`src/rtl/cache_definitions_pkg.sv`:
```
// Shared cache/memory transaction types plus the arbiter state encoding.
// Imported by the memory arbiter and its round-robin picker.
package cache_definitions_pkg;

  typedef struct packed {
    logic [31:0]  addr;
    logic [127:0] data;
    logic         rw;
    logic         valid;
  } mem_req_t;

  typedef struct packed {
    logic [127:0] data;
    logic         ready;
  } mem_data_t;

  localparam int NUM_REQUESTERS = 2;

  typedef enum logic [1:0] {
    IDLE  = 2'd0,
    GRANT = 2'd1,
    DRAIN = 2'd2
  } arb_state_t;

  // Index of the set bit in a two-requester one-hot vector.
  function automatic logic onehot_to_idx(input logic [NUM_REQUESTERS-1:0] oh);
    return oh[1];
  endfunction

endpackage

```
`src/rtl/mem_arbiter_rr_picker.sv`:
```
// Two-way round-robin pick: a lone request wins outright, a tie goes to the
// requester that was not served last.
module rr_picker
  import cache_definitions_pkg::*;
(
  input  logic [NUM_REQUESTERS-1:0] req,
  input  logic                      last_grant,
  output logic [NUM_REQUESTERS-1:0] winner
);

  // Winner selection from the current request vector and previous owner.
  always_comb begin
    winner = 2'b00;
    case (req)
      2'b01:   winner = 2'b01;
      2'b10:   winner = 2'b10;
      2'b11:   winner = last_grant ? 2'b01 : 2'b10;
      default: winner = 2'b00;
    endcase
  end

endmodule

```
`src/rtl/mem_arbiter.sv`:
```
// Arbitrates the instruction and data caches onto one main-memory port.
// The granted request is frozen until memory answers or the timeout forces completion.
module mem_arbiter
  import cache_definitions_pkg::*;
#(
  parameter int TIMEOUT_CYCLES = 64
) (
  input  logic       clk,
  input  logic       reset,
  input  mem_req_t   req0,
  output mem_data_t  rsp0,
  input  mem_req_t   req1,
  output mem_data_t  rsp1,
  output mem_req_t   mem_req,
  input  mem_data_t  mem_data,
  output logic [1:0] grant,
  output logic       timeout_err
);

  localparam int CNT_W = (TIMEOUT_CYCLES > 1) ? $clog2(TIMEOUT_CYCLES) : 1;
  localparam logic [CNT_W-1:0] CNT_LAST = CNT_W'(TIMEOUT_CYCLES - 1);
  localparam logic [CNT_W-1:0] CNT_MAX  = {CNT_W{1'b1}};

  arb_state_t                  state_r;
  mem_req_t                    mem_req_r;
  logic [NUM_REQUESTERS-1:0]   grant_r;
  logic [CNT_W-1:0]            cnt_r;
  logic                        last_grant_r;
  logic [NUM_REQUESTERS-1:0]   winner_s;
  logic                        timeout_hit_s;
  logic                        done_s;

  rr_picker u_rr_picker (
    .req        ({req1.valid, req0.valid}),
    .last_grant (last_grant_r),
    .winner     (winner_s)
  );

  // A real ready in the last allowed cycle beats the timeout.
  assign timeout_hit_s = (state_r == GRANT) && !mem_data.ready && (cnt_r == CNT_LAST);
  assign done_s        = (state_r == GRANT) && (mem_data.ready || timeout_hit_s);

  assign mem_req = mem_req_r;
  assign grant   = grant_r;

  // Arbitration FSM with the frozen memory request, owner and wait counter.
  always_ff @(posedge clk or posedge reset) begin
    if (reset) begin
      state_r      <= IDLE;
      mem_req_r    <= '0;
      grant_r      <= 2'b00;
      cnt_r        <= '0;
      last_grant_r <= 1'b1;
    end else begin
      case (state_r)
        IDLE: begin
          if (winner_s != 2'b00) begin
            state_r   <= GRANT;
            grant_r   <= winner_s;
            mem_req_r <= winner_s[0] ? req0 : req1;
            cnt_r     <= '0;
          end else begin
            state_r         <= IDLE;
            grant_r         <= 2'b00;
            mem_req_r.valid <= 1'b0;
          end
        end
        GRANT: begin
          if (done_s) begin
            state_r         <= DRAIN;
            mem_req_r.valid <= 1'b0;
            grant_r         <= 2'b00;
            last_grant_r    <= onehot_to_idx(grant_r);
          end else if (cnt_r != CNT_MAX) begin
            cnt_r <= cnt_r + CNT_W'(1);
          end else begin
            cnt_r <= cnt_r;
          end
        end
        // A memory that keeps ready high must not complete a second time.
        DRAIN: begin
          if (!mem_data.ready) begin
            state_r <= IDLE;
          end else begin
            state_r <= DRAIN;
          end
        end
        default: begin
          state_r   <= IDLE;
          mem_req_r <= '0;
          grant_r   <= 2'b00;
          cnt_r     <= '0;
        end
      endcase
    end
  end

  // Response steering: data fans out to both caches, ready only to the owner.
  always_comb begin
    rsp0        = '0;
    rsp1        = '0;
    timeout_err = 1'b0;
    if (state_r == GRANT) begin
      rsp0.data = mem_data.data;
      rsp1.data = mem_data.data;
      if (timeout_hit_s) begin
        timeout_err = 1'b1;
        if (grant_r[0]) begin
          rsp0.data  = '0;
          rsp0.ready = 1'b1;
        end else begin
          rsp1.data  = '0;
          rsp1.ready = 1'b1;
        end
      end else begin
        rsp0.ready = grant_r[0] & mem_data.ready;
        rsp1.ready = grant_r[1] & mem_data.ready;
      end
    end else begin
      rsp0        = '0;
      rsp1        = '0;
      timeout_err = 1'b0;
    end
  end

endmodule

```
`config.mk`:
```
export PLATFORM = sky130hd
export DESIGN_NAME = mem_arbiter
export DESIGN_NICKNAME = d
export VERILOG_FILES = /design/src/rtl/cache_definitions_pkg.sv /design/src/rtl/mem_arbiter_rr_picker.sv /design/src/rtl/mem_arbiter.sv
export SDC_FILE = /design/constraint.sdc
export NUM_CORES = 1
export LEC_CHECK = 0
export BUFFER_PORTS_ARGS = -buffer_cell sky130_fd_sc_hd__buf_2
export CAP_MARGIN = 30
export CELL_PAD_IN_SITES_DETAIL_PLACEMENT = 0
export CELL_PAD_IN_SITES_GLOBAL_PLACEMENT = 1
export CORE_AREA = 3 3 341 343
export CTS_CLUSTER_DIAMETER = 40
export CTS_CLUSTER_SIZE = 16
export DETAILED_ROUTE_END_ITERATION = 12
export DIE_AREA = 0 0 344 346
export PLACE_DENSITY_LB_ADDON = 0.2
export SYNTH_ARGS = -nofsm -noshare
export SYNTH_HDL_FRONTEND = slang
export SYNTH_SLANG_ARGS = --single-unit
```
`constraint.sdc`:
```
create_clock -name clk -period 8.4 [get_ports clk]
set_clock_uncertainty 0.15 [all_clocks]
set_input_delay 0.84 -clock clk [delete_from_list [all_inputs] [get_ports clk]]
set_output_delay 0.84 -clock clk [all_outputs]
set_load 0.02 [all_outputs]
```
==> After elaboration in Yosys (flattened, before gate mapping) <==
Index checks and enable logic that the tools add are counted.
{ "totals": {"regBits": 173, "word_cells": 65} }
{ "op_classes": {"add_sub_neg": 1, "eq_ne": 11, "mux": 29, "n_bitwise": 4, "reduce_logical": 12} }
{ "ops": {"columns": ["op", "n"], "rows": [
  ["two-way mux 129 bit", 4],
  ["one-hot mux 161 bit (2 select lines)", 1],
  ["two-way mux 128 bit", 2],
  ["two-way mux 162 bit", 1],
  ["two-way mux 161 bit", 1],
  ["two-way mux 6 bit", 3],
  ["one-hot mux 2 bit (3 select lines)", 3],
  ["one-hot mux 6 bit (3 select lines)", 1],
  ["two-way mux 2 bit", 5],
  ["two-way mux 1 bit", 7],
  ["adder 6 x 1 -> 6 bit, second input constant", 1],
  ["equality test 2 bit, second input constant", 3],
  ["equality test 6 bit, second input constant", 1],
  ["!= test 2 bit, second input constant", 3],
  ["!= test 6 bit, second input constant", 1],
  ["AND reduction 2 bit", 3],
  ["equality test 2 x 1 -> 1 bit, second input constant", 2],
  ["AND reduction 4 bit", 1],
  ["logical AND 1 bit", 3],
  ["one-hot mux 1 bit (3 select lines)", 1],
  ["AND 1 bit", 2],
  ["logical NOT 2 bit", 1],
  ["!= test 2 x 1 -> 1 bit, second input constant", 1],
  ["inverter 1 bit", 2],
  ["4 further kinds", 4]
]} }

==> Depth between registers and ports, before layout <==
Gate-level depths: netlist of run 1.
{ "logic_depth": {"word_depth": 7, "ltp_mapped": 9} }

==> Modules after synthesis <==
A second synthesis of run 1 with hierarchy kept.
{ "unflattened": {"cells_unflattened": 1391, "area_unflattened_um2": 10754.1} }
{ "modules_own_cells": {"columns": ["mod", "instances", "cells_each", "area_each_um2", "seq_area_each_um2"], "rows": [
  ["mem_arbiter", 1, 1388, 10735.3, 4330.4],
  ["rr_picker", 1, 3, 18.8, 0.0]
]} }

==> Least setup slack after synthesis of run 1 <==
No wires, ideal clock.
{ "synth_path": {"path_type": "input port to output port", "from": "in mem_data[0] (netlist name)", "to": "out rsp0[108] (netlist name)", "t_arrival_ps": 1888, "t_required_ps": 7410, "slack_ps": 5522, "cell_stages": 6, "path_buffers": 3, "path_cell_list": "buf_2 -> nor2_1 -> and3_1 -> buf_4 -> buf_6 -> nor2_1"} }
{ "synth_lines": {"columns": ["item", "line_no", "rtl"], "rows": [
  ["start, declared", "mem_arbiter.sv:15", "input mem_data_t mem_data,"],
  ["end, declared", "mem_arbiter.sv:11", "output mem_data_t rsp0,"]
]} }

==> out/results.tsv, run 1 <==
stage	metric	value	unit
outcome	status	finished clean	
grt	GRT overflow	0	
yosys	Syn. warnings	0	
routing	Vias	11600	
place	DP HPWL	48.6	mm
worst_setup_path	worst path cell trace	ha_1, nand4_1, nor2_1, and3_4, buf_4, nor2_1, buf_2	
power	Pint	2.42	mW
routing	drt total wl	60.4	mm
worst_setup_path	largest stage delay on the critical path	0.79	ns
routing	antenna-violating nets left	0	
routing	vias per std cell	3.26	
clock_network	CTS Buf Count	17	
worst_setup_path	most used cell, CP	nor2_1	
worst_setup_path	Worst Setup Path Type	flip-flop to output port	
place	Post-DP Area	15700	µm²
floorplan	Initial Util	0.0874	
timing	Final Hold Fails	0	
floorplan	die height	346	µm
worst_setup_path	worst reg2reg path startpoint	last_grant_r	
yosys	Synthesized Nets	1672	
timing	RSZ-0062 raised after global routing	false	
worst_setup_path	Top delay family on crit path	buffers and inverters	
finish	Finished Layout Cells	3554	
clock_network	Reg clk slew, reported paths	0.09	ns
grt	first-pass GRT wire length	84.0	mm
worst_hold_path	Worst Hold Class	input pin to async pin	
place	Inst Count DP	3514	
grt	vias in the first global route	12300	
worst_setup_path	Setup crit end kind	output port	
clock_network	Hold Buf Count CTS	0	
grt	All-Layer GR Usage	0.0973	
worst_setup_path	Worst R2R Setup Slack	5.40	ns
timing	Slew Viols, Final	0	
power	Switching Fraction	0.530	
power	Comb power frac	0.584	
worst_setup_path	Crit-path slowest cell	buf_4	
clock_network	root buf cell	clkbuf_16	
yosys	fraction of registers with async set/reset	1.00	
timing	measured slew at the worst slew-check pin	0.993	ns
floorplan	Std-Cell Rows	124	
timing	Setup-failing EPs final	0	
yosys	top-area cell type share of the netlist area	0.433	
yosys	Post-synth EDFFs	0	
worst_setup_path	Critical Path AT	3.31	ns
floorplan	area of the core	114000	µm²
power	Pwr per Cell Area	313	nW/µm²
clock_network	H-tree Lvls	4	
grt	initial antenna violation count	16	
yosys	mapped cell area	9950	µm²
place	gpl congestion	0.893	
yosys	sequential area share after synthesis	0.435	
clock_network	CTS tree	done	
finish	Final Cell Area	16400	µm²
power	total power draw	5.14	mW
floorplan	Die Span X	344	µm
power	clock group share of total power	0.171	
routing	TritonRoute pass-1 iters	5	
yosys	synth unique cells	38	
timing	post-route setup slack	4.10	ns
yosys	Yosys reg bits	173	
power	Psw	2.73	mW
finish	fill count	13200	
floorplan	Die Area	119000	µm²
routing	initial DRC count	438	
place	I/O Buffers	877	
timing	final period utilization	0.512	
routing	# DRC	0	
timing	TNS Setup	0	ns
worst_setup_path	CP Buf/Inv Count	2	
yosys	most frequent cell after synthesis	nand2_1	
power	sequential power share	0.246	
clock_network	Post-CTS Resized	0	
yosys	Post-Syn Instances	1212	
timing	Worst Hold Margin	0.233	ns
clock_network	clock buffer depth	2	
yosys	ys flop type	dfrtp_1	
power	Max VDD drop	0.142	mV
power	Leak	9.44	nW
floorplan	IO Count	878	
finish	final net count	2482	
yosys	Area contributors post-synth	dfrtp_1 43%, mux2i_1 16%, nand2_1 11%, nor2_1 9.9%, o21ai_1 4.6%	
timing	Max-slew headroom	0.338	
worst_setup_path	Startpoint Class	flip-flop	
clock_network	Clock Latency Late Sink	0.50	ns
clock_network	CTS sink cnt	173	
routing	drt wl/cell	17.0	µm
worst_setup_path	CP startpoint	cnt_r[0]	
timing	Final min period	4.30	ns
grt	largest net degree at the start of global routing	144	
place	Place WS	4.41	ns
finish	Util after Layout	0.144	
worst_setup_path	reg2reg path depth	5	
flow_run	Max-cap violations	0	
worst_setup_path	r2r endpoint	mem_req[124]	
yosys	most instantiated cells after synthesis	297 x nand2_1, 263 x nor2_1, 172 x dfrtp_1, 162 x mux2i_1, 91 x o21ai_1	
worst_setup_path	CP required	7.41	ns
finish	Area Overhead vs Synth	64.9	%
finish	fraction of layout cells with a size suffix above 1	0.461	
yosys	Avg Cell Area, Syn	8.21	µm²
yosys	area leader, netlist	dfrtp_1	
timing	f_max	232	MHz
clock_network	post-CTS setup repair buffer count	0	
worst_setup_path	CP max FO	92	
-- cells by family (layout without fill, tap and decap cells) --
family	after synthesis	after routing	synth area share
compound gates	179	179	0.0941
fa+ha+maj	5	5	0.00629
buf+inv	106	929	0.0693
flops	173	173	0.435
mux	166	166	0.167
other cells	0	7	0
simple gates	583	583	0.228
-- area by class of cell --
class / count / area, µm² / share of cell area
Multi-Input combinational cell: 933 / 4970 / 0.303
Timing Repair Buffer: 891 / 4540 / 0.277
Sequential cell: 173 / 4330 / 0.264
Tap cell: 1512 / 1890 / 0.115
Clock buffer: 17 / 425 / 0.0259
Clock inverter: 15 / 210 / 0.0128
Inverter: 6 / 30.0 / 0.00183
Antenna cell: 7 / 17.5 / 0.00107
-- cell usage in the layout, fill, tap and decap left out, drive strengths merged, types with 2 or more instances in the layout --
| master | instances |
|---|---|
| a21oi | 5 |
| o211ai | 3 |
| a211o | 2 |
| and3 | 5 |
| clkbuf | 17 |
| clkinv | 7 |
| or2 | 2 |
| inv | 13 |
| a31oi | 2 |
| mux2 | 4 |
| dfrtp | 172 |
| nand2b | 2 |
| buf | 891 |
| mux2i | 162 |
| nand2 | 297 |
| ha | 5 |
| nor2 | 263 |
| nand3 | 3 |
| o21ai | 163 |
| nand4 | 3 |
| diode | 7 |
-- power groups by stage --
stage	sequential, mW	clock (mW)	combinational [mW]
2_1_floorplan	1.58	0	1.52
4_1_cts	1.27	0.940	3.10
5_1_grt	1.30	0.963	3.30
3_5_place_dp	1.28	0	3.10
3_3_place_gp	1.28	0	3.11
6_report	1.26	0.878	3.00
-- layer usage --
layer  up-vias  share of wire  global-route usage
met4         6          0.021              0.0283
met5         -        0.00075                   0
li1       5601              -                   -
met3        57          0.081              0.0328
met1      5390           0.36              0.0982
met2       538           0.53               0.187
-- worst max path at each step --
stage / endpoint / depth (start not counted) / slack (ns)
2_1_floorplan: cnt_r[0] / 1 / 2.72
3_3_place_gp: rsp1[9] / 6 / 4.47
3_5_place_dp: rsp1[8] / 6 / 4.41
4_1_cts: rsp0[17] / 7 / 4.01
5_1_grt: rsp0[10] / 7 / 3.75
6_report: rsp0[10] / 7 / 4.10
-- sequential cells by signal, summed over array words and instances, names as in the netlist --
name and cells:
cnt_r 6, last_grant_r 1, state_r 2, grant 2, mem_req 162
Power figures use the tool's default switching activity.
==> run 2, diff against run 1 <==
- CORE_AREA: 3 3 341 343 -> 3 3 338 340
- DIE_AREA: 0 0 344 346 -> 0 0 341 343
- clock period: 8.4 -> 3.69 ns (I/O delays scaled with it)
==> out/results.tsv, run 2 (same netlist as run 1, synthesis figures left out) <==
stage	metric	value	unit	change
finish	Largest register FFs	162		unchanged
routing	initial DRC count	379		was 438
worst_setup_path	Worst R2R Setup Slack	1.24	ns	was 5.40 ns
worst_setup_path	r2r endpoint	mem_req[105]		was mem_req[124]
power	Pwr per Cell Area	643	nW/µm²	was 313 nW/µm²
routing	TritonRoute pass-1 iters	5		unchanged
place	I/O Buffers	877		unchanged
clock_network	CTS Buf Count	17		unchanged
power	Leak	10.7	nW	was 9.44 nW
place	Inst Count DP	3529		was 3514
grt	largest net degree at the start of global routing	69		was 144
timing	Slew Viols, Final	0		unchanged
routing	drt total wl	66.6	mm	was 60.4 mm
clock_network	post-CTS setup repair buffer count	0		unchanged
clock_network	Clock Latency Late Sink	0.48	ns	was 0.50 ns
finish	Util after Layout	0.172		was 0.144
grt	first-pass GRT wire length	93.6	mm	was 84.0 mm
place	Place WS	0.982	ns	was 4.41 ns
timing	Setup-failing EPs final	0		unchanged
worst_setup_path	Setup crit end kind	output port		unchanged
worst_setup_path	reg2reg path depth	6		was 5
worst_hold_path	WHS Endpoint	mem_req[93]		
clock_network	clock buffer depth	2		unchanged
timing	Final Hold Fails	0		unchanged
timing	final period utilization	0.865		
finish	most frequent cells in the layout	877 x buf_2, 297 x nand2_1, 263 x nor2_1, 260 x dlygate4sd3_1, 172 x dfrtp_1		was 877 x buf_2, 297 x nand2_1, 263 x nor2_1, 172 x dfrtp_1, 162 x mux2i_1
worst_setup_path	Crit-path slowest cell	buf_4		unchanged
outcome	status	finished clean		unchanged
clock_network	Hold Buf Count CTS	260		was 0
clock_network	Reg clk slew, reported paths	0.08	ns	was 0.09 ns
worst_setup_path	Critical Path AT	2.67	ns	was 3.31 ns
grt	initial antenna violation count	4		was 16
finish	Finished Layout Cells	3822		was 3554
timing	TNS Setup	0	ns	unchanged
clock_network	CTS sink cnt	173		unchanged
floorplan	area of the core	112000	µm²	was 114000 µm²
timing	Final min period	3.19	ns	
finish	most common cell after layout, fill and taps aside	buf_2		unchanged
worst_hold_path	Hold Startpoint	req0[93]		
routing	Vias	12800		was 11600
routing	antenna-violating nets left	0		unchanged
finish	Final Cell Area	19200	µm²	was 16400 µm²
grt	All-Layer GR Usage	0.109		was 0.0973
floorplan	die height	343	µm	was 346 µm
worst_setup_path	CP required	3.17	ns	was 7.41 ns
worst_setup_path	worst reg2reg path startpoint	last_grant_r		unchanged
grt	GRT overflow	0		unchanged
worst_setup_path	CP Buf/Inv Count	3		was 2
power	Max VDD drop	0.327	mV	was 0.142 mV
place	gpl congestion	0.949		was 0.893
finish	Area Overhead vs Synth	93.2	%	was 64.9%
finish	fraction of layout cells with a size suffix above 1	0.415		was 0.461
worst_setup_path	largest stage delay on the critical path	0.43	ns	was 0.79 ns
clock_network	Post-CTS Resized	0		unchanged
clock_network	H-tree Lvls	4		unchanged
timing	Max-slew headroom	0.492		was 0.338
floorplan	Die Area	117000	µm²	was 119000 µm²
routing	drt wl/cell	17.4	µm	was 17.0 µm
clock_network	root buf cell	clkbuf_16		unchanged
timing	f_max	313	MHz	
worst_setup_path	Top delay family on crit path	buffers and inverters		unchanged
timing	RSZ-0062 raised after global routing	false		unchanged
routing	# DRC	0		unchanged
worst_setup_path	Worst Setup Path Type	flip-flop to output port		unchanged
floorplan	Initial Util	0.0889		was 0.0874
timing	post-route setup slack	0.499	ns	was 4.10 ns
place	Post-DP Area	16000	µm²	was 15700 µm²
worst_hold_path	Worst Hold Class	input pin to flip-flop		was input pin to async pin
worst_setup_path	cell depth of the worst setup path	7		unchanged
worst_setup_path	Startpoint Class	flip-flop		unchanged
worst_setup_path	CP max FO	57		was 92
timing	measured slew at the worst slew-check pin	0.760	ns	was 0.993 ns
floorplan	IO Count	878		unchanged
routing	vias per std cell	3.34		was 3.26
finish	final net count	2768		was 2482
floorplan	Die Span X	341	µm	was 344 µm
clock_network	CTS tree	done		unchanged
worst_hold_path	hold path depth	3		
floorplan	Std-Cell Rows	123		was 124
place	DP HPWL	54.6	mm	was 48.6 mm
worst_setup_path	worst path cell trace	ha_1, nand4_1, nor4b_4, buf_12, buf_4, nor2_1, buf_2		was ha_1, nand4_1, nor2_1, and3_4, buf_4, nor2_1, buf_2
flow_run	Max-cap violations	0		unchanged
grt	vias in the first global route	13600		was 12300
-- run 2: area by class of cell --
type	count	area, µm²
well taps	1500	1880
multi-input cells	933	4970
clock buffers	17	425
repair buffers	1177	7420
inverters	6	26.3
fillers	12900	92700
clock inverters	15	176
diodes	1	2.50
flip-flops and latches	173	4330
-- run 2: how the worst max path moves through the flow --
stage              from  endpoint  slack [ns]
3_3_place_gp   cnt_r[0]  rsp0[29]        1.02
2_1_floorplan     reset  cnt_r[0]        0.96
6_report       cnt_r[0]  rsp1[17]        0.50
5_1_grt        cnt_r[0]  rsp0[79]        0.20
3_5_place_dp   cnt_r[0]  rsp0[70]        0.98
4_1_cts        cnt_r[0]  rsp0[70]        0.39
-- run 2: report_power, final --
part	switching (mW)	total, mW	internal [mW]
Sequential	0.348	2.89	2.54
Combinational	5.08	7.54	2.47
Clock	1.01	1.92	0.910
Total	6.44	12.4	5.92
-- run 2: worst min-delay path, delay by kind of cell --
family | cells | cell delay (ns)
mux | 1 | 0.08
buf+inv | 1 | 0.07
compound gates | 1 | 0.13
-- run 2: routing by layer --
metal | vias to the layer above | GRT usage | wire (µm)
met5 | - | 0 | 16
met4 | 2 | 0.0313 | 1250
met3 | 42 | 0.0287 | 4180
met2 | 519 | 0.212 | 36600
met1 | 6047 | 0.113 | 24500
li1 | 6166 | - | -
-- run 2: per-stage QoR --
stage                     hold slack, ns  total power [mW]
after floorplan                    0.328              7.06
after global placement             0.311              10.4
after detailed placement           0.319              10.4
after CTS                      0.0000694              12.8
after global routing              0.0224              13.3
final                             0.0526              12.4
==> run 3, diff against run 2 <==
- clock period: 3.69 -> 2.7 ns (I/O delays scaled with it)
==> out/results.tsv, run 3 (same netlist as run 1, synthesis figures left out) <==
stage	metric	value	unit	change
worst_hold_path	Worst Hold Class	input pin to flip-flop		unchanged
timing	Final Hold Fails	0		unchanged
finish	Final Cell Area	22700	µm²	was 19200 µm²
worst_setup_path	worst reg2reg path startpoint	last_grant_r		unchanged
finish	most common cell after layout, fill and taps aside	buf_2		unchanged
place	I/O Buffers	877		unchanged
grt	initial antenna violation count	1		was 4
timing	post-route setup slack	-0.0581	ns	was 0.499 ns
clock_network	CTS sink cnt	173		unchanged
floorplan	Initial Util	0.0889		unchanged
power	Pwr per Cell Area	825	nW/µm²	was 643 nW/µm²
place	Post-DP Area	16100	µm²	was 16000 µm²
finish	fill count	12500		was 12900
grt	first-pass GRT wire length	99.6	mm	was 93.6 mm
routing	initial DRC count	320		was 379
worst_setup_path	Worst R2R Setup Slack	0.14	ns	was 1.24 ns
worst_hold_path	WHS Endpoint	mem_req[145]		was mem_req[93]
routing	vias per std cell	3.42		was 3.34
finish	Antenna Cells	0		was 1
finish	Largest register FFs	162		unchanged
floorplan	area of the core	112000	µm²	unchanged
power	Max VDD drop	0.578	mV	was 0.327 mV
timing	Final min period	2.76	ns	
worst_setup_path	r2r endpoint	mem_req[18]		was mem_req[105]
clock_network	CTS Buf Count	17		unchanged
timing	Setup-failing EPs final	69		was 0
clock_network	H-tree Lvls	4		unchanged
clock_network	CTS tree	done		unchanged
grt	GRT overflow	0		unchanged
timing	Slew Viols, Final	0		unchanged
routing	# DRC	0		unchanged
worst_setup_path	reg2reg path depth	6		unchanged
timing	f_max	363	MHz	
routing	Met2 Wirelength	40.2	mm	was 36.6 mm
finish	fraction of layout cells with a size suffix above 1	0.473		was 0.415
floorplan	Die Span X	341	µm	unchanged
routing	Met3 Routed Length	4.24	mm	was 4.18 mm
clock_network	Clock Latency Late Sink	0.50	ns	was 0.48 ns
routing	drt wl/cell	18.4	µm	was 17.4 µm
clock_network	clock buffer depth	2		unchanged
routing	antenna-violating nets left	0		unchanged
grt	vias in the first global route	14400		was 13600
worst_setup_path	Setup crit end kind	output port		unchanged
flow_run	Max-cap violations	0		unchanged
timing	Max-slew headroom	0.535		was 0.492
outcome	failing checks	negative setup slack		
worst_hold_path	hold path depth	3		unchanged
worst_setup_path	Worst Setup Path Type	flip-flop to output port		unchanged
place	gpl congestion	0.912		was 0.949
worst_setup_path	CP startpoint	cnt_r[0]		unchanged
routing	drt total wl	72.4	mm	was 66.6 mm
worst_setup_path	CP required	2.28	ns	was 3.17 ns
worst_setup_path	Critical Path AT	2.34	ns	was 2.67 ns
clock_network	root buf cell	clkbuf_16		unchanged
worst_setup_path	CP max FO	8		was 57
timing	measured slew at the worst slew-check pin	0.697	ns	was 0.760 ns
floorplan	Std-Cell Rows	123		unchanged
routing	M1 WL	26.5	mm	was 24.5 mm
floorplan	Die Area	117000	µm²	unchanged
finish	Area Overhead vs Synth	128	%	was 93.2%
worst_hold_path	Hold Startpoint	req1[145]		was req0[93]
finish	final net count	2879		was 2768
timing	RSZ-0062 raised after global routing	true		was false
outcome	status	finished with violations		was finished clean
worst_setup_path	Startpoint Class	flip-flop		unchanged
routing	TritonRoute pass-1 iters	5		unchanged
floorplan	IO Count	878		unchanged
power	Leak	11.4	nW	was 10.7 nW
routing	Vias	13400		was 12800
finish	most frequent cells in the layout	699 x buf_2, 323 x dlygate4sd3_1, 294 x nand2_1, 172 x dfrtp_1, 162 x mux2i_1		was 877 x buf_2, 297 x nand2_1, 263 x nor2_1, 260 x dlygate4sd3_1, 172 x dfrtp_1
floorplan	die height	343	µm	unchanged
timing	final period utilization	1.02		
place	DP HPWL	55.1	mm	was 54.6 mm
clock_network	Reg clk slew, reported paths	0.09	ns	was 0.08 ns
place	Place WS	0.197	ns	was 0.982 ns
grt	All-Layer GR Usage	0.116		was 0.109
grt	largest net degree at the start of global routing	68		was 69
routing	top sig layer	met4		was met5
==> run 3: cell types whose count changed in the layout (fill, tap and decap cells not counted), moves of 56 or more <==
cell | previous run | this run
nor2_4 | 0 | 106
dlygate4sd3_1 | 260 | 323
buf_6 | 0 | 129
buf_2 | 877 | 699
nor2_1 | 263 | 128
buf_4 | 30 | 86
==> run 3: how the worst max path moves through the flow <==
stage / slack, ns / end
5_1_grt: -0.24 / rsp1[113]
4_1_cts: -0.16 / rsp1[95]
6_report: -0.06 / rsp1[93]
3_5_place_dp: 0.20 / rsp1[15]
3_3_place_gp: 0.19 / rsp1[15]
2_1_floorplan: 0.07 / cnt_r[0]
==> run 3: power breakdown <==
| part | switching (mW) | internal (mW) |
|---|---|---|
| combinational | 7.38 | 4.59 |
| clock | 1.39 | 1.38 |
| sequential | 0.481 | 3.47 |
| total | 9.25 | 9.44 |
==> run 3: final cells by class <==
| class | count | area, µm² | share of cell area |
|---|---|---|---|
| repair buffers | 1288 | 9940 | 0.439 |
| well taps | 1500 | 1880 | 0.0828 |
| multi-input cells | 933 | 5860 | 0.258 |
| clock buffers | 19 | 453 | 0.0200 |
| clock inverters | 13 | 173 | 0.00762 |
| inverters | 6 | 26.3 | 0.00116 |
| flip-flops and latches | 173 | 4330 | 0.191 |
==> run 3: metal layers <==
| metal | global-route usage | vias to the layer above |
|---|---|---|
| met2 | 0.230 | 516 |
| met3 | 0.0290 | 49 |
| met1 | 0.120 | 6477 |
| met5 | 0 | - |
| li1 | - | 6398 |
| met4 | 0.0309 | 0 |
==> run 3: repair_timing <==
item / in CTS / in global routing
hold endpoints to repair: 191 / 0
buffers inserted: 22 / 2
cloned: 11 / 9
pin swaps: 26 / 50
endpoints found under the setup margin: 254 / 258
resized for setup: 269 / 331
hold buffers: 323 / 0
==> run 3: stage by stage <==
stage | std cells | util | hold slack (ns) | power, mW | setup TNS (ns)
5_1_grt | 3932 | 0.202 | 0.0717 | 20.1 | -37.53
2_1_floorplan | 1212 | - | 0.302 | 9.64 | 0
3_3_place_gp | 3540 | 0.144 | 0.170 | 14.2 | 0
6_report | 3932 | 0.202 | 0.0913 | 18.7 | -1.95
3_5_place_dp | 3540 | 0.144 | 0.173 | 14.2 | 0
4_1_cts | 3928 | 0.192 | 0.00529 | 18.5 | -17.57
==> run 3: worst max-delay path, cell delays in order, from the launching register on <==
cell and delay (ns):
dfrtp_1 0.41, ha_4 0.15, nand4_1 0.09, buf_4 0.17, nor4b_4 0.26, buf_6 0.19, buf_12 0.17, clkbuf_16 0.19
nor2_1 0.05, buf_4 0.15
